[src/rtl/rv_core_pkg.sv]
`default_nettype none
// ============================================================================
// Module      : rv_core_pkg
// Description : Shared constants and pipeline-register types for the RV32I
//               single-issue core front end.
// Revision    : 1.0 - initial release
// ============================================================================
package rv_core_pkg;

  localparam int              XLEN             = 32;
  localparam logic [XLEN-1:0] NOP_INSTR        = 32'h0000_0013; // addi x0, x0, 0
  localparam logic [XLEN-1:0] DEFAULT_RESET_PC = 32'h0000_0000;

  // IF/ID pipeline register contents; decode consumes the same type.
  typedef struct packed {
    logic            valid;
    logic [XLEN-1:0] instr;
    logic [XLEN-1:0] pc;
  } if_id_t;

endpackage
`default_nettype wire

[src/rtl/if_id_reg.sv]
`default_nettype none
// ============================================================================
// Module      : if_id_reg
// Description : IF/ID pipeline register. Load captures a fetched word, flush
//               invalidates the slot while keeping its payload, otherwise hold.
//               Resets to an invalid NOP at address 0.
// Revision    : 1.0 - initial release
// ============================================================================
module if_id_reg
  import rv_core_pkg::*;
(
  input  logic            clk,
  input  logic            rst_n,
  input  logic            load,
  input  logic            flush,
  input  logic [XLEN-1:0] instr_in,
  input  logic [XLEN-1:0] pc_in,
  output if_id_t          entry
);

  if_id_t r_entry;

  // Flush wins over load so a squashed wrong-path word never becomes valid.
  always_ff @(posedge clk or negedge rst_n) begin
    if (!rst_n) begin
      r_entry.valid <= 1'b0;
      r_entry.instr <= NOP_INSTR;
      r_entry.pc    <= '0;
    end else if (flush) begin
      r_entry.valid <= 1'b0;
    end else if (load) begin
      r_entry.valid <= 1'b1;
      r_entry.instr <= instr_in;
      r_entry.pc    <= pc_in;
    end
  end

  assign entry = r_entry;

endmodule
`default_nettype wire

[src/rtl/instruction_fetch_unit.sv]
`default_nettype none
// ============================================================================
// Module      : instruction_fetch_unit
// Description : Fetch stage. Owns the PC, addresses the combinational
//               instruction memory, registers the word into IF/ID and hands
//               it to decode under valid/ready. Redirects squash the slot.
// Revision    : 1.0 - initial release
// ============================================================================
module instruction_fetch_unit
  import rv_core_pkg::*;
#(
  parameter logic [XLEN-1:0] RESET_PC = DEFAULT_RESET_PC
) (
  input  logic            clk,
  input  logic            rst_n,
  output logic [XLEN-1:0] imem_addr,
  input  logic [XLEN-1:0] imem_rdata,
  input  logic            redirect_valid,
  input  logic [XLEN-1:0] redirect_pc,
  output logic            id_valid,
  input  logic            id_ready,
  output logic [XLEN-1:0] id_instr,
  output logic [XLEN-1:0] id_pc,
  output logic [XLEN-1:0] id_pc_plus4,
  output logic [XLEN-1:0] fetch_count
);

  logic [XLEN-1:0] r_pc;
  logic [XLEN-1:0] r_fetch_count;
  if_id_t          w_if_id;
  logic            w_advance;
  logic            w_handshake;
  logic            w_load;
  logic [XLEN-1:0] w_redirect_target;

  // Slot is empty or being drained this cycle, so a new word may enter.
  assign w_advance         = !w_if_id.valid || id_ready;
  assign w_handshake       = w_if_id.valid && id_ready;
  assign w_load            = w_advance && !redirect_valid;
  // Targets are word aligned; low address bits are dropped.
  assign w_redirect_target = redirect_pc & ~(XLEN'(3));

  // Program counter: redirect beats sequential advance; a stall holds it.
  always_ff @(posedge clk or negedge rst_n) begin
    if (!rst_n) begin
      r_pc <= RESET_PC;
    end else if (redirect_valid) begin
      r_pc <= w_redirect_target;
    end else if (w_advance) begin
      r_pc <= r_pc + XLEN'(4);
    end
  end

  // Counts decode handshakes, including one completing alongside a redirect.
  always_ff @(posedge clk or negedge rst_n) begin
    if (!rst_n) begin
      r_fetch_count <= '0;
    end else if (w_handshake) begin
      r_fetch_count <= r_fetch_count + XLEN'(1);
    end
  end

  if_id_reg u_if_id_reg (
    .clk      (clk),
    .rst_n    (rst_n),
    .load     (w_load),
    .flush    (redirect_valid),
    .instr_in (imem_rdata),
    .pc_in    (r_pc),
    .entry    (w_if_id)
  );

  assign imem_addr   = r_pc;
  assign id_valid    = w_if_id.valid;
  assign id_instr    = w_if_id.instr;
  assign id_pc       = w_if_id.pc;
  assign id_pc_plus4 = w_if_id.pc + XLEN'(4);
  assign fetch_count = r_fetch_count;

endmodule
`default_nettype wire
[config.mk]
export PLATFORM = sky130hd
export DESIGN_NAME = instruction_fetch_unit
export DESIGN_NICKNAME = d
export VERILOG_FILES = /design/src/rtl/rv_core_pkg.sv /design/src/rtl/if_id_reg.sv /design/src/rtl/instruction_fetch_unit.sv
export SDC_FILE = /design/constraint.sdc
export NUM_CORES = 1
export LEC_CHECK = 0
export CAP_MARGIN = 20
export CELL_PAD_IN_SITES_DETAIL_PLACEMENT = 1
export CELL_PAD_IN_SITES_GLOBAL_PLACEMENT = 1
export CORE_ASPECT_RATIO = 1.5
export CORE_UTILIZATION = 37
export CTS_BUF_LIST = sky130_fd_sc_hd__clkbuf_4
export DETAILED_ROUTE_END_ITERATION = 12
export PLACE_DENSITY_LB_ADDON = 0.1
export SKIP_LAST_GASP = 1
export SLEW_MARGIN = 20
export SYNTH_ARGS = -nofsm -noshare
export SYNTH_HDL_FRONTEND = slang
export SYNTH_SLANG_ARGS = --single-unit
[constraint.sdc]
create_clock -name clk -period 2.88 [get_ports clk]
set_input_delay 0.576 -clock clk [delete_from_list [all_inputs] [get_ports clk]]
set_output_delay 0.576 -clock clk [all_outputs]
set_load 0.02 [all_outputs]
After elaboration in Yosys (flattened, before gate mapping)
Index checks and enable logic that the tools add are counted.
W data, S select, Z words.
{"block": "op_classes", "add_sub_neg": 3, "n_mux": 4, "bitwise_logic": 1, "reduce_logical": 8}
{"cell": "$mux W65", "count": 1}
{"cell": "$add A32 B3 Y32 const B", "count": 2}
{"cell": "$mux W32", "count": 2}
{"cell": "$add A32 B1 Y32 const B", "count": 1}
{"cell": "$reduce_bool A2 Y1", "count": 2}
{"cell": "$logic_and A1 B1 Y1", "count": 2}
{"cell": "$logic_not A1 Y1", "count": 2}
{"cell": "$reduce_and A2 Y1", "count": 1}
{"cell": "$logic_or A1 B1 Y1", "count": 1}
{"cell": "$mux W1", "count": 1}
{"cell": "$not A1 Y1", "count": 1}
{"block": "word_totals", "regBits": 129, "inputBits": 68}

Longest topological paths before layout
Gate-level depths: netlist of the first run.
{"block": "logic_depth", "depth_word": 5, "depth_mapped": 7}

Cells and area by module
From an unflattened synthesis of the first run, not the netlist that was laid out.
{"block": "hier_totals", "cells_unflattened": 540, "hier_area_um2": 6437.4}
{"mod": "instruction_fetch_unit", "instances": 1, "cells_per_inst": 401, "area_each_um2": 3699.8, "seq_area_each_um2": 1551.5}
{"mod": "if_id_reg", "instances": 1, "cells_per_inst": 139, "area_each_um2": 2737.6, "seq_area_each_um2": 1630.3}

Least setup slack after synthesis of the first run
Ideal clock, no wire load.
{"block": "synth_path", "path_kind": "reg2out", "from": "register u_if_id_reg.r_entry, in the netlist u_if_id_reg.entry[10]", "to": "output port id_pc_plus4[27]", "t_arrival_ps": 1857, "required_time_ps": 2304, "setup_slack_ps": 447, "path_stages_with_launch": 5, "n_path_buf": 0, "path_cell_list": "dfrtp_1 > nand4_1 > nor4_1 > nand4_1 > xnor2_1"}
{"block": "synth_via", "elab_chain_cells": 1}
{"item": "start, declared", "line_no": "if_id_reg.sv:21", "source": "if_id_t r_entry;"}
{"item": "$add A32 B3 Y32", "line_no": "instruction_fetch_unit.sv:77", "source": "assign id_pc_plus4 = w_if_id.pc + XLEN'(4);"}
{"item": "end, declared", "line_no": "instruction_fetch_unit.sv:24", "source": "output logic [XLEN-1:0] id_pc_plus4,"}
No other way between the ends.

Worst setup path after layout of the first run
{"block": "layout_path", "from": "register u_if_id_reg.r_entry, in the netlist u_if_id_reg.entry[8]", "to": "output port id_pc_plus4[23]"}
The elaborated chain is that of the path after synthesis.

==> results of run 1 <==
[final cells by class]
cell class                 count  share of cell area
inverter                      10             0.00408
clock inverter                14              0.0165
clock buffer                  18              0.0147
multi-input combinational    412               0.322
sequential                   125               0.341
antenna                        1            0.000272
tap                          206              0.0281
timing repair buffer         262               0.273
[worst paths after layout]
kind / endpoint / slack [ps]
worst max-delay path: id_pc_plus4[23] / 60
worst min-delay path: fetch_count[7] / 70
worst max register to register: imem_addr[20] / 540
worst min register to register: fetch_count[31] / 470
max in group asynchronous: u_if_id_reg.entry[29] / 2370
min in group clk: fetch_count[31] / 470
[worst max-delay path: cells and delay by family, from the launching register on]
family | cells | cell delay, ps
buffers and inverters | 3 | 680
flip-flops | 1 | 370
XOR/XNOR | 1 | 170
AND/OR/NAND/NOR | 3 | 500
[metrics by stage]
| step | total power, uW | hold slack [ps] | instances | TNS, ps |
|---|---|---|---|---|
| floorplan | 3010 | 280 | 577 | 0 |
| global placement | 3960 | 457 | 1009 | 0 |
| detailed placement | 4010 | 467 | 1009 | 0 |
| CTS | 5290 | 28.5 | 1045 | -267 |
| global route | 5480 | 46.3 | 1048 | -772 |
| finish | 5220 | 73.1 | 1048 | 0 |
[cell families after synthesis]
logic type | share of synthesized area
AND/OR/NAND/NOR | 0.195
adder cells (fa/ha/maj) | 0.00607
multiplexers | 0.111
XOR/XNOR | 0.0977
flip-flops | 0.506
buffers and inverters | 0.0297
other | 0.000606
AO/OA/AOI/OAI | 0.0542
[routing by layer]
layer  vias to the layer above  track usage  share of wire
met4                         0       0.0990          0.025
li1                       2589            -              -
met2                       164        0.461           0.56
met5                         -            0              0
met3                        30       0.0613          0.052
met1                      2834        0.253           0.36
[where the power goes]
group	internal (uW)	switching (uW)	leakage [uW]
clock	597	663	0.000156
sequential	1970	248	0.00151
combinational	855	882	0.00210
[what timing repair did]
item / in CTS / in global routing
setup endpoints to repair: 25 / 23
setup buffers: 4 / 2
resized for setup: 61 / 32
pin swaps: 2 / 3
cloned: 0 / 0
[synthesized netlist by cell type (2+ instances only)]
| cell | number |
|---|---|
| nor2b_1 | 2 |
| nor3_1 | 15 |
| and3_1 | 11 |
| mux2_2 | 60 |
| buf_4 | 6 |
| xnor2_1 | 44 |
| dfstp_2 | 3 |
| o21ai_0 | 14 |
| a31oi_1 | 12 |
| nand4_1 | 27 |
| dfrtp_1 | 122 |
| xor2_1 | 25 |
| nor4b_1 | 3 |
| ha_1 | 3 |
| or4_1 | 13 |
| and2_1 | 3 |
| nand3_1 | 31 |
| buf_2 | 3 |
| or3_1 | 2 |
| and4_1 | 8 |
| nor2_1 | 28 |
| nand2b_1 | 3 |
| inv_1 | 10 |
| o31ai_1 | 11 |
| o211ai_1 | 5 |
| nand2_1 | 55 |
| buf_1 | 5 |
| o41ai_1 | 2 |
| clkbuf_1 | 15 |
| nor4_1 | 16 |
| o311ai_0 | 3 |
[state kept, by name, summed over array words and instances, names as in the netlist]
name               cells
imem_addr             30
u_if_id_reg.entry     63
fetch_count           32
==> metrics.log, run 1 <==
INFO  metric timing.critical_path.from_type = flip-flop
INFO  metric seqCellArea = 3140 sq um
INFO  metric post_dp_cell_area = just under 9000 sq um
INFO  metric post_route_clock_period_utilization = 0.978
INFO  metric final_nets = roughly 900
INFO  metric htree_num_levels = 4
INFO  metric critical_path_fanout_max = 4
INFO  metric layout-drive-gt1-share = 0.205
INFO  metric fmax = between 300 and 400 MHz
INFO  metric drt-total-wl = 20.1 mm
INFO  metric grt_util_all_layers = 0.245
INFO  metric place.detailed.hpwl = approximately 15 mm
INFO  metric die_width = between 100 and 150 um
INFO  metric vdd_drop_max = 0.367 mV
INFO  metric cpPeakStageDelay = between 300 and 400 ps
INFO  metric core_region_area = about 16000 sq um
INFO  metric netlist_top_cells_area = dfrtp_1 (49%), mux2_2 (11%), xnor2_1 (6.2%)
INFO  metric first_global_vias = between 6000 and 7000
INFO  metric mostFrequentLayoutCells = clkdlybuf4s50_1 (194), dfrtp_1 (119), mux2_2 (60)
INFO  metric std_cell_rows = 57
INFO  metric synth_seq_cells = about 130
INFO  metric clock_tree.buffer_depth = 2
INFO  metric post_synth_instance_area = 6190 sq um
INFO  metric path_cells = nand4_1 > buf_4 > nor4_1 > buf_4 > nand4_1 > xnor2_1 > clkdlybuf4s15_2
INFO  metric synth_top_cell_area_share = 0.493
INFO  metric hold_class = input pin to asynchronous set/reset pin
INFO  metric report.final.hold_viol_count = 0
INFO  metric dieArea = ~17000 sq um
INFO  metric power.density_cell_area = approximately 570 nW/um^2
INFO  metric ys_seq_area_frac = 0.506
INFO  metric layout.cells.most_common = clkdlybuf4s50_1
INFO  metric cts_root_buf = clkbuf_4
INFO  metric path_clk_slew = around 110 ps
INFO  metric finClkSkew = ~11 ps
INFO  metric wl_per_cell = 19.2 um
INFO  metric worstSkewPairLatency = approximately 520 ps
INFO  metric final_setup_violation_count = 0
INFO  metric cts.sinks = roughly 130
INFO  metric unrepaired_setup_endpoints_after_global_routing = yes
INFO  metric ys_warn_count = 0
INFO  metric layout.core_utilization = 0.565
INFO  metric run_status = finished, final reports clean
INFO  metric vias_per_cell = 5.36
INFO  metric criticalPathCategory = flip-flop to output pin
INFO  metric cp_slowest_cell = dfrtp_1
INFO  metric multi_input_comb_area = 2960 sq um
INFO  metric number_of_detailed_routing_iterations_run_before_antenna_repair = 5
INFO  metric grt_first_pass_wirelength = roughly 32 mm
INFO  metric tritoncts_clock_tree = yes
INFO  metric dieHeight = 160 um
INFO  metric leakagePower = between 0.003 and 0.004 uW
INFO  metric grt_max_degree = between 80 and 90
INFO  metric worstMarginPinSlew = around 540 ps
INFO  metric worst_reg_to_reg_path_cell_count = 4
INFO  metric synth_cell_type_count = 43
INFO  metric finalMaxSlewViolations = 0
INFO  metric synth_top_cell_by_area = dfrtp_1
INFO  metric maxCapViolCount = 0
INFO  metric setup_slack = about 64 ps
INFO  metric synth-edff-count = 0
INFO  metric drt_iter0_markers = 213
INFO  metric cp-startpoint = u_if_id_reg.entry[8]
INFO  metric floorplan.io_pins = about 230
INFO  metric overflow = 0
INFO  metric detail_route.drc_violations = 0
INFO  metric flow.area_growth_from_synthesis = 48.5%
INFO  metric number_of_antenna_violations_at_the_first_check_in_global_routing = 1
INFO  metric detail-route-antenna-nets = 0
INFO  metric relSlewSlack = 0.641
INFO  metric timing.critical_path.to_type = output pin
INFO  metric port_bufs = 220
INFO  metric final_area = between 9000 and 10000 sq um
INFO  metric arrival = approximately 2200 ps
INFO  metric cts.hold.buffers_added = 0
INFO  metric detailroute.via_count = between 5000 and 6000
INFO  metric required_arrival_time_at_the_worst_endpoint = ~2300 ps
INFO  metric post-place-ws = 139 ps
INFO  metric cts_inserted_buffers = 17
INFO  metric rr_startpoint = imem_addr[10]
INFO  metric finalWorstPathRequiredPeriod = ~2800 ps
INFO  metric gpl.final_weighted_congestion = approximately 0.84
INFO  metric filler_cell_count = between 1500 and 2000
INFO  metric ys_async_sr_fraction = 1.00
INFO  metric starting_utilization_of_the_core_area = 0.381
INFO  metric postSynthAreaPerCell = approximately 11 sq um
INFO  metric synthCells = roughly 570
INFO  metric most_frequently_used_flop_master_after_synthesis = dfrtp_1
No activity file was read; power rests on OpenSTA's default activity.
==> run 2, diff against run 1 <==
Settings changed: RECOVER_POWER set to 50.
==> metrics.log, run 2 (synthesis results as in run 1) <==
INFO  metric run_status = complete, but fails checks
INFO  metric failed_checks = capacitance limit, slew limit
INFO  metric required_arrival_time_at_the_worst_endpoint = about 2300 ps
INFO  metric placedCellCount = a little over 1000
INFO  metric die_width = 108 um
INFO  metric cts_inserted_buffers = 17
INFO  metric final_nets = roughly 900
INFO  metric worstSetupPathDepth = 7
INFO  metric place.detailed.hpwl = between 15 and 20 mm
INFO  metric overflow = 0
INFO  metric clock_tree.buffer_depth = 2
INFO  metric hold_path_stages = 1
INFO  metric net-switching-power = around 1800 uW
INFO  metric netSwitchingFraction = 0.344
INFO  metric timing.critical_path.to_type = output pin
INFO  metric cts.sinks = 125
INFO  metric fin_total_pwr = between 5000 and 6000 uW
INFO  metric dieArea = between 15000 and 20000 sq um
INFO  metric final_area = 9140 sq um
INFO  metric grt_first_pass_wirelength = 32.4 mm
INFO  metric finClkSkew = roughly 11 ps
INFO  metric power.density_cell_area = about 570 nW/um^2
INFO  metric floorplan.io_pins = around 230
INFO  metric cp_slowest_cell = dfrtp_1
INFO  metric layoutNonFillerInstCount = between 1000 and 1500
INFO  metric vdd_drop_max = between 0.3 and 0.4 mV
INFO  metric htree_num_levels = 4
INFO  metric seqCellArea = ~3100 sq um
INFO  metric layout.core_utilization = 0.562
INFO  metric criticalPathCategory = flip-flop to output pin
INFO  metric setup_slack = between 60 and 70 ps
INFO  metric drt_iter0_markers = roughly 220
INFO  metric detailroute.via_count = between 5000 and 6000
INFO  metric post_dp_cell_area = a little under 9000 sq um
INFO  metric starting_utilization_of_the_core_area = 0.381
INFO  metric wl_per_cell = around 19 um
INFO  metric arrival = between 2000 and 2500 ps
INFO  metric detail_route.drc_violations = 0
INFO  metric dieHeight = approximately 160 um
INFO  metric finalWorstPathRequiredPeriod = ~2800 ps
INFO  metric final_setup_violation_count = 0
INFO  metric grt_util_all_layers = 0.245
INFO  metric worstMarginPinSlew = between 2000 and 2500 ps
INFO  metric clock_power_share = 0.242
INFO  metric report.final.hold_viol_count = 0
INFO  metric filler_cell_count = 1835
INFO  metric worst_reg_to_reg_path_cell_count = 5
INFO  metric post_route_clock_period_utilization = 0.979
INFO  metric cts.hold.buffers_added = 0
INFO  metric fmax = approximately 350 MHz
INFO  metric mostFrequentLayoutCells = clkdlybuf4s50_1 (192), dfrtp_1 (119), mux2_2 (60)
INFO  metric largest_reg_flops = 63
INFO  metric cts_root_buf = clkbuf_4
INFO  metric path_cells = nand4_1 > buf_4 > nor4_1 > buf_4 > nand4_1 > xnor2_1 > clkdlybuf4s15_2
INFO  metric unrepaired_setup_endpoints_after_global_routing = yes
INFO  metric path_clk_slew = roughly 110 ps
INFO  metric power.combinational.fraction = 0.332
INFO  metric intPower = roughly 3400 uW
INFO  metric finalMaxSlewViolations = ~130
INFO  metric leakagePower = 0.00374 uW
INFO  metric detail-route-antenna-nets = 0
INFO  metric port_bufs = between 200 and 250
INFO  metric maxCapViolCount = 2
INFO  metric critPathTopFamily = buffers and inverters
INFO  metric number_of_detailed_routing_iterations_run_before_antenna_repair = 4
INFO  metric multi_input_comb_area = approximately 3000 sq um
INFO  metric relSlewSlack = -0.512
INFO  metric first_global_vias = between 6000 and 7000
INFO  metric seq_power_share = 0.426
INFO  metric timing.critical_path.from_type = flip-flop
INFO  metric tritoncts_clock_tree = yes
INFO  metric grt_max_degree = 85
INFO  metric crit_buf_inv = 3
INFO  metric number_of_antenna_violations_at_the_first_check_in_global_routing = 1
INFO  metric hold_class = flip-flop to flip-flop
INFO  metric vias_per_cell = between 5 and 6
INFO  metric layout.cells.most_common = clkdlybuf4s50_1
INFO  metric worstSkewPairLatency = around 530 ps
INFO  metric std_cell_rows = between 50 and 60
INFO  metric core_region_area = roughly 16000 sq um
INFO  metric flow.area_growth_from_synthesis = 47.7%
INFO  metric layout-drive-gt1-share = 0.197
INFO  metric gpl.final_weighted_congestion = approximately 0.84
INFO  metric critical_path_fanout_max = 4
INFO  metric drt-total-wl = ~20 mm
INFO  metric post-place-ws = 139 ps
INFO  metric cpPeakStageDelay = roughly 370 ps
==> run 2: cell type report <==
class	instances	share of cell area
Timing Repair Buffer	262	0.269
Sequential cell	125	0.343
Inverter	10	0.00411
Multi-Input combinational cell	412	0.324
Clock inverter	14	0.0166
Antenna cell	1	0.000274
Tap cell	206	0.0282
Clock buffer	18	0.0148
==> run 2: routing by layer <==
metal  wire length, um  GRT usage  up-vias  part of all wire
met5                 0          0        -                 0
met4               515     0.0990        0             0.026
met3              1020     0.0613       31             0.051
met2             11300      0.461      162              0.56
met1              7220      0.253     2826              0.36
li1                  -          -     2583                 -
==> run 2: worst paths after layout <==
path / startpoint / endpoint / slack (ps)
setup / recovery: u_if_id_reg.entry[8] / id_pc_plus4[23] / 60
hold / removal: fetch_count[31] / fetch_count[31] / 470
setup reg to reg: u_if_id_reg.entry[64] / imem_addr[21] / 370
hold reg to reg: fetch_count[31] / fetch_count[31] / 470
max in group asynchronous: rst_n / u_if_id_reg.entry[6] / 710
min in group asynchronous: rst_n / fetch_count[7] / 770
==> run 2: power by group through the flow <==
stage / Clock [uW] / Combinational, uW / Sequential, uW
floorplan: 0 / 525 / 2490
global placement: 0 / 1720 / 2240
detailed placement: 0 / 1750 / 2260
CTS: 1310 / 1760 / 2220
global route: 1370 / 1840 / 2260
finish: 1260 / 1730 / 2220
==> run 2: worst register-to-register path, cell delays in order, from the launching register on <==
cell      delay (ps)
dfrtp_1          450
nor2b_1          240
nor2_4           100
buf_2           1070
nand2_1          190
o311ai_0         360
==> run 2: metrics by stage <==
step | hold slack, ps | TNS [ps]
after floorplan | 280 | 0
after global placement | 457 | 0
after detailed placement | 467 | 0
after CTS | 28.5 | -267
after global routing | 498 | -867
final | 475 | 0
==> run 2: repair_timing <==
item | 4_1_cts | 5_1_grt
resized for setup | 61 | 32
setup endpoints to repair | 25 | 23
pin swaps | 2 | 3
setup buffers | 4 | 2
==> run 3, diff against run 2 <==
Settings changed: TNS_END_PERCENT set to 10.
==> metrics.log, run 3 (synthesis results as in run 1) <==
INFO  metric cts_inserted_buffers = 17
INFO  metric worstSkewPairLatency = ~520 ps
INFO  metric hold_class = flip-flop to flip-flop
INFO  metric detail_route.drc_violations = 0
INFO  metric drt-total-wl = around 20 mm
INFO  metric maxCapViolCount = 3
INFO  metric vdd_drop_max = 0.366 mV
INFO  metric final_area = around 9100 sq um
INFO  metric number_of_antenna_violations_at_the_first_check_in_global_routing = 1
INFO  metric relSlewSlack = -0.506
INFO  metric worstMarginPinSlew = about 2300 ps
INFO  metric timing.critical_path.to_type = output pin
INFO  metric cp_slowest_cell = clkdlybuf4s50_1
INFO  metric path_cells = ha_1 > and4_1 > nand2b_1 > xnor2_1 > clkdlybuf4s50_1
INFO  metric multi_input_comb_area = 2920 sq um
INFO  metric intPower = 3420 uW
INFO  metric detailroute.via_count = around 5600
INFO  metric wl_per_cell = ~19 um
INFO  metric arrival = approximately 2400 ps
INFO  metric cts.hold.buffers_added = 0
INFO  metric detail-route-antenna-nets = 0
INFO  metric run_status = complete, but fails checks
INFO  metric seq_power_share = 0.426
INFO  metric path_clk_slew = ~110 ps
INFO  metric dieHeight = roughly 160 um
INFO  metric post_route_clock_period_utilization = 1.04
INFO  metric grt_util_met2 = 0.460
INFO  metric timing.critical_path.from_type = flip-flop
INFO  metric layoutNonFillerInstCount = roughly 1000
INFO  metric die_width = between 100 and 150 um
INFO  metric net-switching-power = around 1800 uW
INFO  metric filler_cell_count = roughly 1800
INFO  metric layout-drive-gt1-share = 0.168
INFO  metric top_usage_layer = met2
INFO  metric power.density_cell_area = roughly 570 nW/um^2
INFO  metric number_of_detailed_routing_iterations_run_before_antenna_repair = 4
INFO  metric cts.sinks = 125
INFO  metric grtUsageMet3 = 0.0613
INFO  metric power.combinational.fraction = 0.331
INFO  metric cpPeakStageDelay = a little over 600 ps
INFO  metric criticalPathCategory = flip-flop to output pin
INFO  metric tritoncts_clock_tree = yes
INFO  metric seqCellArea = around 3100 sq um
INFO  metric overflow = 0
INFO  metric finalWorstPathRequiredPeriod = between 3000 and 4000 ps
INFO  metric post_dp_cell_area = between 8000 and 9000 sq um
INFO  metric layout.cells.most_common = clkdlybuf4s50_1
INFO  metric place.detailed.hpwl = 15.2 mm
INFO  metric finClkSkew = 11.4 ps
INFO  metric netSwitchingFraction = 0.343
INFO  metric final_setup_violation_count = 7
INFO  metric htree_num_levels = 4
INFO  metric critPathTopFamily = buffers and inverters
INFO  metric grtUsageMet1 = 0.254
INFO  metric starting_utilization_of_the_core_area = 0.381
INFO  metric fmax = 332 MHz
INFO  metric report.final.hold_viol_count = 0
INFO  metric port_bufs = 220
INFO  metric dieArea = approximately 17000 sq um
INFO  metric std_cell_rows = 57
INFO  metric grt_util_all_layers = 0.245
INFO  metric critical_path_fanout_max = 5
INFO  metric flow.area_growth_from_synthesis = 47.2%
INFO  metric failed_checks = capacitance limit, slew limit, setup timing
INFO  metric setup_slack = -128 ps
INFO  metric fin_hold_ws = 475 ps
INFO  metric leakagePower = between 0.003 and 0.004 uW
INFO  metric crit_buf_inv = 1
INFO  metric first_global_vias = 6104
INFO  metric mostFrequentLayoutCells = clkdlybuf4s50_1 (198), dfrtp_1 (119), mux2_2 (60)
INFO  metric core_region_area = around 16000 sq um
INFO  metric clock_tree.buffer_depth = 2
INFO  metric grt_max_degree = 85
INFO  metric finalMaxSlewViolations = just under 200
INFO  metric layout.core_utilization = 0.560
INFO  metric grt_first_pass_wirelength = about 32 mm
INFO  metric cts_root_buf = clkbuf_4
INFO  metric clock_power_share = 0.242
INFO  metric final_nets = ~900
INFO  metric unrepaired_setup_endpoints_after_global_routing = yes
INFO  metric placedCellCount = about 1000
INFO  metric floorplan.io_pins = 229
INFO  metric vias_per_cell = roughly 5.4
INFO  metric drt_iter0_markers = around 220
INFO  metric required_arrival_time_at_the_worst_endpoint = around 2300 ps
INFO  metric largest_reg_flops = between 60 and 70
INFO  metric gpl.final_weighted_congestion = 0.840
[run 3: final timing paths]
check                                       endpoint  depth (start not counted)                   from  slack [ps]
worst max-delay path                 id_pc_plus4[10]                          5   u_if_id_reg.entry[2]        -130
worst min-delay path                 fetch_count[31]                          1        fetch_count[31]         470
worst max register to register         imem_addr[21]                          5  u_if_id_reg.entry[64]         230
worst min register to register       fetch_count[31]                          1        fetch_count[31]         470
max in group asynchronous       u_if_id_reg.entry[6]                          2                  rst_n         690
min in group asynchronous             fetch_count[7]                          2                  rst_n         770
[run 3: cell type report]
cell class	instances	area share
timing repair buffer	259	0.271
multi-input combinational	412	0.321
antenna	1	0.000275
tap	206	0.0283
clock inverter	14	0.0166
inverter	10	0.00412
clock buffer	18	0.0148
sequential	125	0.344
[run 3: routing by layer]
metal / vias up / part of all wire / wire [um]
met5: - / 0 / 0
li1: 2578 / - / -
met4: 0 / 0.024 / 476
met3: 28 / 0.054 / 1070
met2: 180 / 0.57 / 11300
met1: 2805 / 0.36 / 7170
[run 3: per-stage QoR]
step	total power [uW]	TNS, ps	worst slack (ps)
after global placement	3960	0	191
after CTS	5290	-2050	-236
after global routing	5470	-5210	-327
final	5210	-498	-128
after detailed placement	4010	0	139
after floorplan	3010	0	447
[run 3: repair_timing]
item                       4_1_cts  5_1_grt
setup buffers                    3        0
gates resized for setup         28        2
pin swaps                        2        0
setup endpoints to repair       25       26
hold endpoints to repair         0        0
[run 3: power by group through the flow]
| stage | logic (uW) | registers (uW) | clock network, uW |
|---|---|---|---|
| 6_report | 1730 | 2220 | 1260 |
| 5_1_grt | 1840 | 2250 | 1370 |
| 4_1_cts | 1760 | 2220 | 1310 |
| 3_5_place_dp | 1750 | 2260 | 0 |
| 3_3_place_gp | 1720 | 2240 | 0 |
| 2_1_floorplan | 525 | 2490 | 0 |
